`config.mk`:
```
export PLATFORM = sky130hd
export DESIGN_NAME = clk_meas
export DESIGN_NICKNAME = d
export VERILOG_FILES = /design/src/rtl/clk_meas_pkg.sv /design/src/rtl/sync_2ff.sv /design/src/rtl/clk_meas.sv
export SDC_FILE = /design/constraint.sdc
export NUM_CORES = 1
export LEC_CHECK = 0
export BUFFER_PORTS_ARGS = -buffer_cell sky130_fd_sc_hd__buf_4
export CAP_MARGIN = 0
export CORE_MARGIN = 1.5
export CORE_UTILIZATION = 55
export CTS_BUF_LIST = sky130_fd_sc_hd__clkbuf_16
export CTS_CLUSTER_DIAMETER = 150
export DETAILED_ROUTE_END_ITERATION = 12
export PLACE_DENSITY = 0.78
export SETUP_SLACK_MARGIN = 0.2
export SLEW_MARGIN = 30
export SYNTH_ARGS = -nofsm -noshare
export SYNTH_HDL_FRONTEND = slang
export SYNTH_SLANG_ARGS = --single-unit
```
`constraint.sdc`:
```
create_clock -name clk -period 2.3 [get_ports clk]
set_input_delay 0.23 -clock clk [delete_from_list [all_inputs] [get_ports clk]]
set_output_delay 0.23 -clock clk [all_outputs]
set_load 0.05 [all_outputs]
```
`src/rtl/clk_meas_pkg.sv`:
```
// Shared defaults and FSM encoding for the clk_in period/duty measurement block.
package clk_meas_pkg;
  localparam int CNT_W_DEF  = 8;
  localparam int LOCK_N_DEF = 4;

  typedef enum logic {
    ST_IDLE    = 1'b0,
    ST_MEASURE = 1'b1
  } state_e;
endpackage

```
`src/rtl/sync_2ff.sv`:
```
// Two-flop synchronizer bringing an asynchronous level into the clk domain.
module sync_2ff (
  input  logic clk,
  input  logic rst,
  input  logic d,
  output logic q
);
  logic meta_q, sync_q;

  always_ff @(posedge clk or posedge rst) begin
    if (rst) begin
      meta_q <= 1'b0;
      sync_q <= 1'b0;
    end else begin
      meta_q <= d;
      sync_q <= meta_q;
    end
  end

  assign q = sync_q;
endmodule

```
`src/rtl/clk_meas.sv`:
```
// Measures period and high time of an asynchronous clk_in in clk cycles,
// flags lock after LOCK_N identical periods and sticky overflow on a stalled input.
module clk_meas
  import clk_meas_pkg::*;
#(
  parameter int CNT_W  = CNT_W_DEF,
  parameter int LOCK_N = LOCK_N_DEF
) (
  input  logic             clk,
  input  logic             rst,
  input  logic             en,
  input  logic             clk_in,
  output logic [CNT_W-1:0] period,
  output logic [CNT_W-1:0] high_time,
  output logic             meas_valid,
  output logic             locked,
  output logic             ovf
);
  localparam logic [CNT_W-1:0] CNT_MAX   = '1;
  localparam logic [CNT_W-1:0] CNT_ONE   = CNT_W'(1);
  localparam logic [3:0]       MATCH_TOP = 4'(LOCK_N - 1);

  logic s2, rise;
  state_e state_q, state_d;
  logic s3_q, s3_d;
  logic [CNT_W-1:0] cnt_q, cnt_d, hcnt_q, hcnt_d;
  logic [CNT_W-1:0] period_q, period_d, high_q, high_d;
  logic [3:0] match_q, match_d;
  logic prev_q, prev_d;  // a prior period exists to compare against
  logic mv_q, mv_d, locked_q, locked_d, ovf_q, ovf_d;

  sync_2ff u_sync (
    .clk (clk),
    .rst (rst),
    .d   (clk_in),
    .q   (s2)
  );

  assign rise = s2 & ~s3_q;

  always_comb begin
    state_d  = state_q;
    s3_d     = s2;
    cnt_d    = cnt_q;
    hcnt_d   = hcnt_q;
    period_d = period_q;
    high_d   = high_q;
    match_d  = match_q;
    prev_d   = prev_q;
    mv_d     = 1'b0;
    locked_d = locked_q;
    ovf_d    = ovf_q;
    if (!en) begin
      state_d  = ST_IDLE;
      cnt_d    = '0;
      hcnt_d   = '0;
      period_d = '0;
      high_d   = '0;
      match_d  = '0;
      prev_d   = 1'b0;
      locked_d = 1'b0;
      ovf_d    = 1'b0;
    end else begin
      case (state_q)
        ST_IDLE: begin
          if (rise) begin
            state_d = ST_MEASURE;
            cnt_d   = CNT_ONE;
            hcnt_d  = CNT_ONE;
          end
        end
        ST_MEASURE: begin
          // A rise on the last count still counts as a valid measurement.
          if (rise) begin
            period_d = cnt_q;
            high_d   = hcnt_q;
            mv_d     = 1'b1;
            cnt_d    = CNT_ONE;
            hcnt_d   = CNT_ONE;
            prev_d   = 1'b1;
            if (prev_q && cnt_q == period_q)
              match_d = (match_q == MATCH_TOP) ? match_q : 4'(match_q + 4'd1);
            else
              match_d = '0;
            locked_d = (match_d == MATCH_TOP);
          end else if (cnt_q == CNT_MAX) begin
            state_d  = ST_IDLE;
            ovf_d    = 1'b1;
            locked_d = 1'b0;
            match_d  = '0;
            prev_d   = 1'b0;
            cnt_d    = '0;
            hcnt_d   = '0;
          end else begin
            cnt_d = cnt_q + 1'b1;
            if (s2) hcnt_d = hcnt_q + 1'b1;
          end
        end
        default: state_d = ST_IDLE;
      endcase
    end
  end

  always_ff @(posedge clk or posedge rst) begin
    if (rst) begin
      state_q  <= ST_IDLE;
      s3_q     <= 1'b0;
      cnt_q    <= '0;
      hcnt_q   <= '0;
      period_q <= '0;
      high_q   <= '0;
      match_q  <= '0;
      prev_q   <= 1'b0;
      mv_q     <= 1'b0;
      locked_q <= 1'b0;
      ovf_q    <= 1'b0;
    end else begin
      state_q  <= state_d;
      s3_q     <= s3_d;
      cnt_q    <= cnt_d;
      hcnt_q   <= hcnt_d;
      period_q <= period_d;
      high_q   <= high_d;
      match_q  <= match_d;
      prev_q   <= prev_d;
      mv_q     <= mv_d;
      locked_q <= locked_d;
      ovf_q    <= ovf_d;
    end
  end

  assign period     = period_q;
  assign high_time  = high_q;
  assign meas_valid = mv_q;
  assign locked     = locked_q;
  assign ovf        = ovf_q;
endmodule

```
## Yosys cells after proc, flatten, opt, wreduce, memory -nomap -nowiden

Index checks and enable logic that the tools add are counted.

- Word-level logic and storage cells: 78
- Output and inout port bits: 19
- Register bits: 44
- Input bits: 4

- Reduce and logical (&&, ||, !) cells: 5
- Bitwise gates (word level): 3
- Muxes and demuxes: 43
- Eq/ne operators: 11
- $add $sub $neg: 3

Operators with widths:

| kind | count |
|---|---|
| $mux W8 | 14 |
| $mux W4 | 9 |
| $pmux W8 S2 | 2 |
| $mux W1 | 17 |
| $add A8 B1 Y8 const B | 2 |
| $eq A4 B2 Y1 const B | 2 |
| $eq A8 B8 Y1 | 1 |
| $eq A8 B8 Y1 const B | 1 |
| $ne A2 B1 Y1 const B | 3 |
| $reduce_and A2 Y1 | 3 |
| $ne A5 B3 Y1 const B | 1 |
| $add A4 B1 Y4 const B | 1 |
| $ne A3 B1 Y1 const B | 1 |
| $ne A3 B3 Y1 const B | 1 |
| $reduce_and A3 Y1 | 1 |
| $ne A2 B2 Y1 const B | 1 |
| $not A1 Y1 | 2 |
| $pmux W1 S2 | 1 |
| $and A1 B1 Y1 | 1 |
| $logic_and A1 B1 Y1 | 1 |

## Logic depth before layout (Yosys ltp)

Gate-level depths: netlist of the first run.

- Depth after elaboration: 10
- Gate-level depth with buffers: 7
- Mapped depth without buffers: 6

## Cells and area by module

A second synthesis of the first run with hierarchy kept.

- Cell total of the unflattened synthesis: 205
- Area total of the unflattened synthesis: 2192.1 um^2

Modules (own cells, without submodules):

| module | area an instance (um^2) | cells an instance | sequential area each (um^2) | times used |
|---|---|---|---|---|
| clk_meas | 2138.3 | 202 | 1051.0 | 1 |
| sync_2ff | 53.8 | 3 | 50.0 | 1 |

## Worst setup path after synthesis of the first run

OpenSTA, ideal clock, no wires.

- Path kind: register -> register
- From: register period_q[1] (netlist: period[1])
- To: register match_q[0]
- Setup time: 0.064 ns
- Data required time: 2.236 ns
- Period minus slack after synthesis: 1.755 ns
- Data arrival time: 1.691 ns
- Buffers on the path: 1
- Stages on the path, launching flop included: 7
- Path slack: 0.545 ns
- Cells stage by stage: dfrtp_1 > xnor2_1 > nand3_2 > or3_1 > buf_6 > o21bai_4 > mux2_2

- Longest elaborated chain between the ends: 9

Ends and longest elaborated chain:

| item | line | RTL |
|---|---|---|
| start, declared | clk_meas.sv:27 | `logic [CNT_W-1:0] period_q, period_d, high_q, high_d;` |
| start signal, assigned | clk_meas.sv:122 | `period_q <= period_d;` |
| $eq A8 B8 Y1 | clk_meas.sv:81 | `if (prev_q && cnt_q == period_q)` |
| $logic_and A1 B1 Y1 | clk_meas.sv:81 |  |
| $mux W4 | clk_meas.sv:81 |  |
| $mux W4 | clk_meas.sv:74 | `if (rise) begin` |
| $mux W4 | clk_meas.sv:64 | `case (state_q)` |
| $mux W4 | clk_meas.sv:53 | `if (!en) begin` |
| $mux W4 | clk_meas.sv:74 |  |
| $mux W4 | clk_meas.sv:64 |  |
| $mux W4 | clk_meas.sv:53 |  |
| end signal, assigned | clk_meas.sv:124 | `match_q <= match_d;` |
| end, declared | clk_meas.sv:28 | `logic [3:0] match_q, match_d;` |

Every way passes these cells. The select of a mux whose other input is x is not followed.
A chain may end at the register's enable or synchronous reset.

## Worst setup path after layout of the first run

- From: register cnt_q[0]
- To: register hcnt_q[5]

- Longest elaborated chain between the ends: 5
- Elaborated cells between the ends (all ways): 7
- Classes of those cells: eq/ne: 2; mux: 4; reduce/logical: 1

Ends and longest elaborated chain:

| item | line | RTL |
|---|---|---|
| start, declared | clk_meas.sv:26 | `logic [CNT_W-1:0] cnt_q, cnt_d, hcnt_q, hcnt_d;` |
| start signal, assigned | clk_meas.sv:120 | `cnt_q <= cnt_d;` |
| $eq A8 B8 Y1 * | clk_meas.sv:86 | `end else if (cnt_q == CNT_MAX) begin` |
| $mux W8 | clk_meas.sv:86 |  |
| $mux W8 | clk_meas.sv:74 |  |
| $pmux W8 S2 | clk_meas.sv:64 |  |
| $mux W8 | clk_meas.sv:53 |  |
| end signal, assigned | clk_meas.sv:121 | `hcnt_q <= hcnt_d;` |
| end, declared | clk_meas.sv:26 |  |

Every way passes the cells marked *; elsewhere a longest branch is shown, timed or not.

==> flow_summary.toml, run 1 <==
[detailed_routing]
final_antenna_net_count = 0
vias_per_cell = 6.038
dr.first_iter.drc_count = 125
drt-total-wl_mm = 4.342
dr.pass1.iters = 4
via_count = 1594
post-route-drc-count = 0
wl_per_cell_um = 16.45

[grt]
antenna_found_initial = 0
grt_pass1_wl_mm = 7.445
grt_max_degree = 45
grt_util_all_layers_pct = 23.52
grt_pass1_vias = 1551
grt-ovfl-total = 0

[critical_path]
cp.required_ns = 2.47
end_kind = "flip-flop"
worstPathCellList = "ha_1 > nand4_1 > nor2_1 > nor2_1 > nand4_1 > o41ai_2"
critical_path.max_stage_delay_ns = 0.45
worstReg2RegStart = "cnt_q[0]"
arrival_ns = 2.15
critical_path_start_end_classification = "reg2reg"
setup.worst_path.start = "cnt_q[0]"
critical_path.slowest_cell = "sky130_fd_sc_hd__dfrtp_1"
worst-path-max-fanout = 7
start_kind = "flip-flop"

[pwr]
power.share.switching_pct = 18.97
clock_power_share_pct = 49.9
power_density_nw_per_um2 = 713.6
power_frac_seq_pct = 45.3
power.share.combinational_pct = 4.8
vdd_ir_drop_max_mv = 0.4661
switching_power_uw = 334.5
total_leakage_power_uw = 0.001118
post-layout-total-power_uw = 1763
power.internal_uw = 1429

[sta]
fin_crit_sh_pct = 86.13
clock-skew-final_ns = 0.002718
clock.fmax_ghz = 0.5048
timing_hold_violations_final = 0
layout_min_cycle_time_ns = 1.981
relSlewSlack_pct = 64.72
slew_viol_final = 0
setup_viol = 0
worst_slew_pin_slew_ns = 0.5291
setup-tns-final_ns = 0
rsz_0062_raised_after_global_routing = "false"

[cells_and_area]
layout.cells.most_common_list = "sky130_fd_sc_hd__dfrtp_1, sky130_fd_sc_hd__buf_4, sky130_fd_sc_hd__a22o_1"
antennaDiodeCount = 0
syn_to_final_growth_pct = 18.48
mostFrequentLayoutCell = "sky130_fd_sc_hd__dfrtp_1"
layout-drive-gt1-share_pct = 18.98
seq_area_um2 = 1101
filler_cell_count = 288
multi_input_comb_area_um2 = 907.1
nets = 223

[clock_tree]
clock_sinks = 44
clk_root_buffer_cell = "sky130_fd_sc_hd__clkbuf_16"
cts_max_level = 2
worst_setup_hold_path_clk_slew_ns = 0.06
clock_tree.buffer_depth = 2
cts.hold.buffers_added = 0
clkLatencyLatePin_ns = 0.28
cts-buffers-inserted = 5
post-cts-setup-buffer-count = 0
tritoncts = "done"

[logic_synthesis]
syn-num-nets = 202
mean_instance_size_in_the_synthesized_netlist_um2 = 10.70
yosysUniqueCellTypes = 41
synth-seq-cells = 44
syn-cell-area_um2 = 2086
yosys_warnings = 0
synth_sequential_area_ratio_pct = 52.79
netlist_instances = 195

[place]
finalWeightedCongestion = 0.8754
io_buffer_count = 22
detailedPlacementHpwl_mm = 3.005

[floorplanning]
floorplan.initialDensity_pct = 56.97
die_w_um = 64.58
placement_rows = 22
core_um2 = 3661
die_area_um2 = 4171
die_y_um = 64.58
io-pin-count = 23

[outcome]
outcome = "complete, no violations"

[worst_hold_path]
worstHoldPathType = "in2reg"
holdCritStartpoint = "clk_in"

[flow_run]
maxCapViolCount = 0
[stage by stage]
| step | instances | hold slack [ns] | utilization, % | cell area, um^2 | setup slack [ns] |
|---|---|---|---|---|---|
| after global routing | 264 | 0.04974 | 67.50 | 2471 | 0.2206 |
| after detailed placement | 257 | 0.3371 | 62.24 | 2278 | 0.3757 |
| after global placement | 257 | 0.3359 | 62.24 | 2278 | 0.4558 |
| final | 264 | 0.05679 | 67.50 | 2471 | 0.3190 |
| after CTS | 264 | 0.05289 | 67.29 | 2464 | 0.2999 |
| after floorplan | 195 | 0.2614 | - | 2086 | 0.5446 |
[flip-flops by register name (all words and copies together), names as in the netlist, 4 cells and up]
signal / cells
cnt_q: 8
hcnt_q: 8
high_time: 8
period: 8
match_q: 4
[layout make-up]
cell class                      count  share of cell area (%)
Clock buffer                        5                   5.063
Clock inverter                      2                   2.430
Multi-Input combinational cell    133                   36.71
Timing Repair Buffer               26                   7.899
Sequential cell                    44                   44.56
Tap cell                           48                   2.430
Inverter                            6                  0.9114
[what timing repair did]
| action | CTS | global route |
|---|---|---|
| gates resized for setup | 0 | 1 |
| endpoints found under the setup margin | 0 | 1 |
| endpoints found under the hold margin | 0 | 0 |
[cells in the mapped netlist]
master / number / share of area (%)
sky130_fd_sc_hd__a21boi_0: 2 / 0.72
sky130_fd_sc_hd__a21o_1: 2 / 0.72
sky130_fd_sc_hd__a21oi_1: 1 / 0.24
sky130_fd_sc_hd__a22o_1: 18 / 7.6
sky130_fd_sc_hd__a31oi_1: 4 / 1.2
sky130_fd_sc_hd__and2_1: 1 / 0.30
sky130_fd_sc_hd__and3_1: 1 / 0.30
sky130_fd_sc_hd__and4b_1: 1 / 0.48
sky130_fd_sc_hd__buf_2: 2 / 0.48
sky130_fd_sc_hd__buf_6: 2 / 1.1
sky130_fd_sc_hd__clkbuf_1: 8 / 1.4
sky130_fd_sc_hd__dfrtp_1: 44 / 53
sky130_fd_sc_hd__ha_1: 3 / 1.8
sky130_fd_sc_hd__inv_1: 6 / 1.1
sky130_fd_sc_hd__mux2_2: 2 / 1.1
sky130_fd_sc_hd__nand2_1: 17 / 3.1
sky130_fd_sc_hd__nand2b_1: 3 / 0.90
sky130_fd_sc_hd__nand3_1: 8 / 1.9
sky130_fd_sc_hd__nand3_2: 1 / 0.48
sky130_fd_sc_hd__nand4_1: 5 / 1.5
sky130_fd_sc_hd__nor2_1: 11 / 2.0
sky130_fd_sc_hd__nor2b_1: 3 / 0.90
sky130_fd_sc_hd__nor2b_2: 1 / 0.42
sky130_fd_sc_hd__nor3_1: 2 / 0.48
sky130_fd_sc_hd__nor3b_2: 1 / 0.60
sky130_fd_sc_hd__nor4_1: 1 / 0.30
sky130_fd_sc_hd__o2111a_1: 1 / 0.54
sky130_fd_sc_hd__o2111ai_1: 2 / 0.84
sky130_fd_sc_hd__o21a_1: 1 / 0.36
sky130_fd_sc_hd__o21ai_0: 14 / 3.4
sky130_fd_sc_hd__o21bai_1: 1 / 0.36
sky130_fd_sc_hd__o21bai_4: 1 / 0.90
sky130_fd_sc_hd__o221ai_1: 1 / 0.42
sky130_fd_sc_hd__o31a_1: 1 / 0.42
sky130_fd_sc_hd__o31ai_1: 6 / 2.2
sky130_fd_sc_hd__o41ai_1: 1 / 0.42
sky130_fd_sc_hd__or2_2: 1 / 0.30
sky130_fd_sc_hd__or2b_1: 1 / 0.36
sky130_fd_sc_hd__or3_1: 1 / 0.30
sky130_fd_sc_hd__xnor2_1: 10 / 4.2
sky130_fd_sc_hd__xor2_1: 3 / 1.3
[power by group through the flow]
stage	logic (uW)	registers [uW]	clock network (uW)
after floorplan	61.0	809	0
after global placement	82.2	811	0
after detailed placement	85.1	812	0
after CTS	85.5	798	892
after global routing	96.0	800	932
final	84.9	798	880
[critical path, delay by kind of cell (launching register included)]
family                   cells  cell delay [ns]
AO/OA/AOI/OAI                1             0.39
AND/OR/NAND/NOR              4             0.77
flip-flops                   1             0.45
adder cells (fa/ha/maj)      1             0.27
[logic make-up (layout without fill, tap and decap cells)]
| logic type | after synthesis | after routing | share of synthesized area, % |
|---|---|---|---|
| AO/OA/AOI/OAI | 56 | 56 | 20.22 |
| XOR/XNOR | 13 | 13 | 5.459 |
| adder cells (fa/ha/maj) | 3 | 3 | 1.800 |
| buffers and inverters | 18 | 39 | 4.079 |
| flip-flops | 44 | 44 | 52.79 |
| multiplexers | 2 | 2 | 1.080 |
| AND/OR/NAND/NOR | 59 | 59 | 14.58 |
[metal layers]
layer	track usage, %	vias up	part of all wire (%)
met5	0	-	0
met4	7.713	0	1.1
met3	6.076	4	4.8
met2	36.20	44	49
met1	32.64	797	45
li1	-	749	-
[final timing paths]
path | end | slack [ns] | depth (start not counted)
max | hcnt_q[5] | 0.32 | 6
min | u_sync.meta_q | 0.06 | 1
max reg2reg | hcnt_q[5] | 0.32 | 6
min reg2reg | u_sync.q | 0.35 | 0
max in group asynchronous | period[4] | 1.85 | 3
min in group asynchronous | high_time[2] | 0.09 | 3
Power figures use the tool's default switching activity.
==> inputs of run 2 (changes only) <==
Settings changed: BUFFER_PORTS_ARGS -buffer_cell sky130_fd_sc_hd__buf_4 to unset, DONT_BUFFER_PORTS set to 1, PLACE_DENSITY 0.78 to 0.72.
==> run 2 against run 1 <==
Net effect: global-route usage down 0.45 points; sequential cell count stayed put; hold slack better by 0.032 ns; via count is 4.3% lower; count of clock-buffer cells in the layout stayed put; largest power group unchanged.
==> flow_summary.toml, run 2 (synthesis gave the netlist of run 1 again) <==
[sta]
clock-skew-final_ns = 0.005035
hold_ws_ns = 0.08910
final.setup.worst_slack_ns = 0.3465
timing_hold_violations_final = 0
clock.fmax_ghz = 0.5119
relSlewSlack_pct = 63.09
worst_slew_pin_slew_ns = 0.5537
setup_viol = 0
rsz_0062_raised_after_global_routing = "false"
setup-tns-final_ns = 0
slew_viol_final = 0
layout_min_cycle_time_ns = 1.954
fin_crit_sh_pct = 84.94

[floorplanning]
die_y_um = 64.58
die_area_um2 = 4171
core_um2 = 3661
die_w_um = 64.58
placement_rows = 22
io-pin-count = 23
floorplan.initialDensity_pct = 56.97

[clock_tree]
clk_root_buffer_cell = "sky130_fd_sc_hd__clkbuf_16"
clock_tree.buffer_depth = 2
worst_setup_hold_path_clk_slew_ns = 0.06
cts-buffers-inserted = 5
cts_resized = 0
tritoncts = "done"
clock_sinks = 44
cts_max_level = 2
clkLatencyLatePin_ns = 0.28

[cells_and_area]
nets = 209
syn_to_final_growth_pct = 14.76
filler_cell_count = 278
antennaDiodeCount = 0
layout.cells.most_common_list = "sky130_fd_sc_hd__dfrtp_1, sky130_fd_sc_hd__a22o_1, sky130_fd_sc_hd__nand2_1"
layout-drive-gt1-share_pct = 12.32
mostFrequentLayoutCell = "sky130_fd_sc_hd__dfrtp_1"
seq_area_um2 = 1101
multi_input_comb_area_um2 = 899.6

[critical_path]
worstPathCellList = "ha_1 > nand4_1 > o31a_1 > o21bai_4 > mux2_2"
rr_endpoint = "match_q[0]"
worst-r2r-setup-slack_ns = 0.35
worst-path-max-fanout = 7
end_kind = "flip-flop"
arrival_ns = 2.12
cp.required_ns = 2.46
critical_path_start_end_classification = "reg2reg"
worst-r2r-cell-count = 5
critical_path.max_stage_delay_ns = 0.46
start_kind = "flip-flop"
critical_path.slowest_cell = "sky130_fd_sc_hd__dfrtp_1"
worstReg2RegStart = "cnt_q[0]"

[pwr]
power_density_nw_per_um2 = 790.7
vdd_ir_drop_max_mv = 0.4033
total_leakage_power_uw = 0.001046

[grt]
grt_pass1_vias = 1547
grt_pass1_wl_mm = 7.389
grt-ovfl-total = 0
antenna_found_initial = 0
grt_max_degree = 40
grt_util_all_layers_pct = 23.06

[detailed_routing]
post-route-drc-count = 0
wl_per_cell_um = 17.88
via_count = 1525
vias_per_cell = 6.076
dr.pass1.iters = 4
drt-total-wl_mm = 4.487
dr.first_iter.drc_count = 121
final_antenna_net_count = 0

[place]
finalWeightedCongestion = 0.8584
detailedPlacementHpwl_mm = 3.052
io_buffer_count = 0
place_worst_setup_slack_ns = 0.3851

[worst_hold_path]
hold-path-endpoint = "ovf"
whs_path_depth = 1
worstHoldPathType = "in2reg"
holdCritStartpoint = "en"

[flow_run]
maxCapViolCount = 0

[outcome]
outcome = "complete, no violations"
-- run 2: cell count changes in the layout (fill, tap and decap cells not counted), sizes merged --
cell         delta
dlygate4sd3     +2
bufinv          +1
buf            -16
-- run 2: final cells by class --
cell class | count | area share (%)
well taps | 48 | 2.509
clock buffers | 5 | 5.227
repair buffers | 12 | 3.973
clock inverters | 3 | 3.764
inverters | 6 | 0.9409
multi-input cells | 133 | 37.58
flip-flops and latches | 44 | 46.00
-- run 2: repair_timing --
item                                    CTS  global route
endpoints found under the setup margin    0             1
endpoints found under the hold margin     6             0
hold buffers                              2             0
setup buffers                             0             3
-- run 2: report_power, final --
group	total, uW	internal (uW)	switching [uW]
sequential	799	784	15.7
combinational	81.2	28.8	52.4
clock	1010	731	280
-- run 2: worst max path at each step --
stage	from	endpoint	slack, ns
after floorplan	period[1]	match_q[0]	0.54
after global placement	cnt_q[0]	match_q[0]	0.45
after detailed placement	cnt_q[0]	hcnt_q[5]	0.39
after CTS	cnt_q[0]	match_q[0]	0.36
after global routing	cnt_q[0]	hcnt_q[5]	0.19
final	cnt_q[0]	match_q[0]	0.35
-- run 2: worst max-delay path: cells and delay by family (launching register included) --
kind / cells / cell delay, ns
fa+ha+maj: 1 / 0.23
mux: 1 / 0.26
flops: 1 / 0.46
simple gates: 1 / 0.26
compound gates: 2 / 0.63
-- run 2: metrics by stage --
step | total power (uW) | util (%) | instances | cell area (um^2)
floorplan | 870.2 | - | 195 | 2086
global placement | 887.8 | 58.34 | 238 | 2136
detailed placement | 890.8 | 58.34 | 238 | 2136
CTS | 1907 | 64.76 | 248 | 2371
global route | 1955 | 65.38 | 251 | 2394
finish | 1893 | 65.38 | 251 | 2394
-- run 2: routing by layer --
layer | track usage [%] | vias up | share of wire, %
met5 | 0 | - | 0
met2 | 37.11 | 44 | 48
li1 | - | 718 | -
met1 | 29.79 | 754 | 45
met3 | 5.729 | 9 | 4.9
met4 | 9.840 | 0 | 1.8
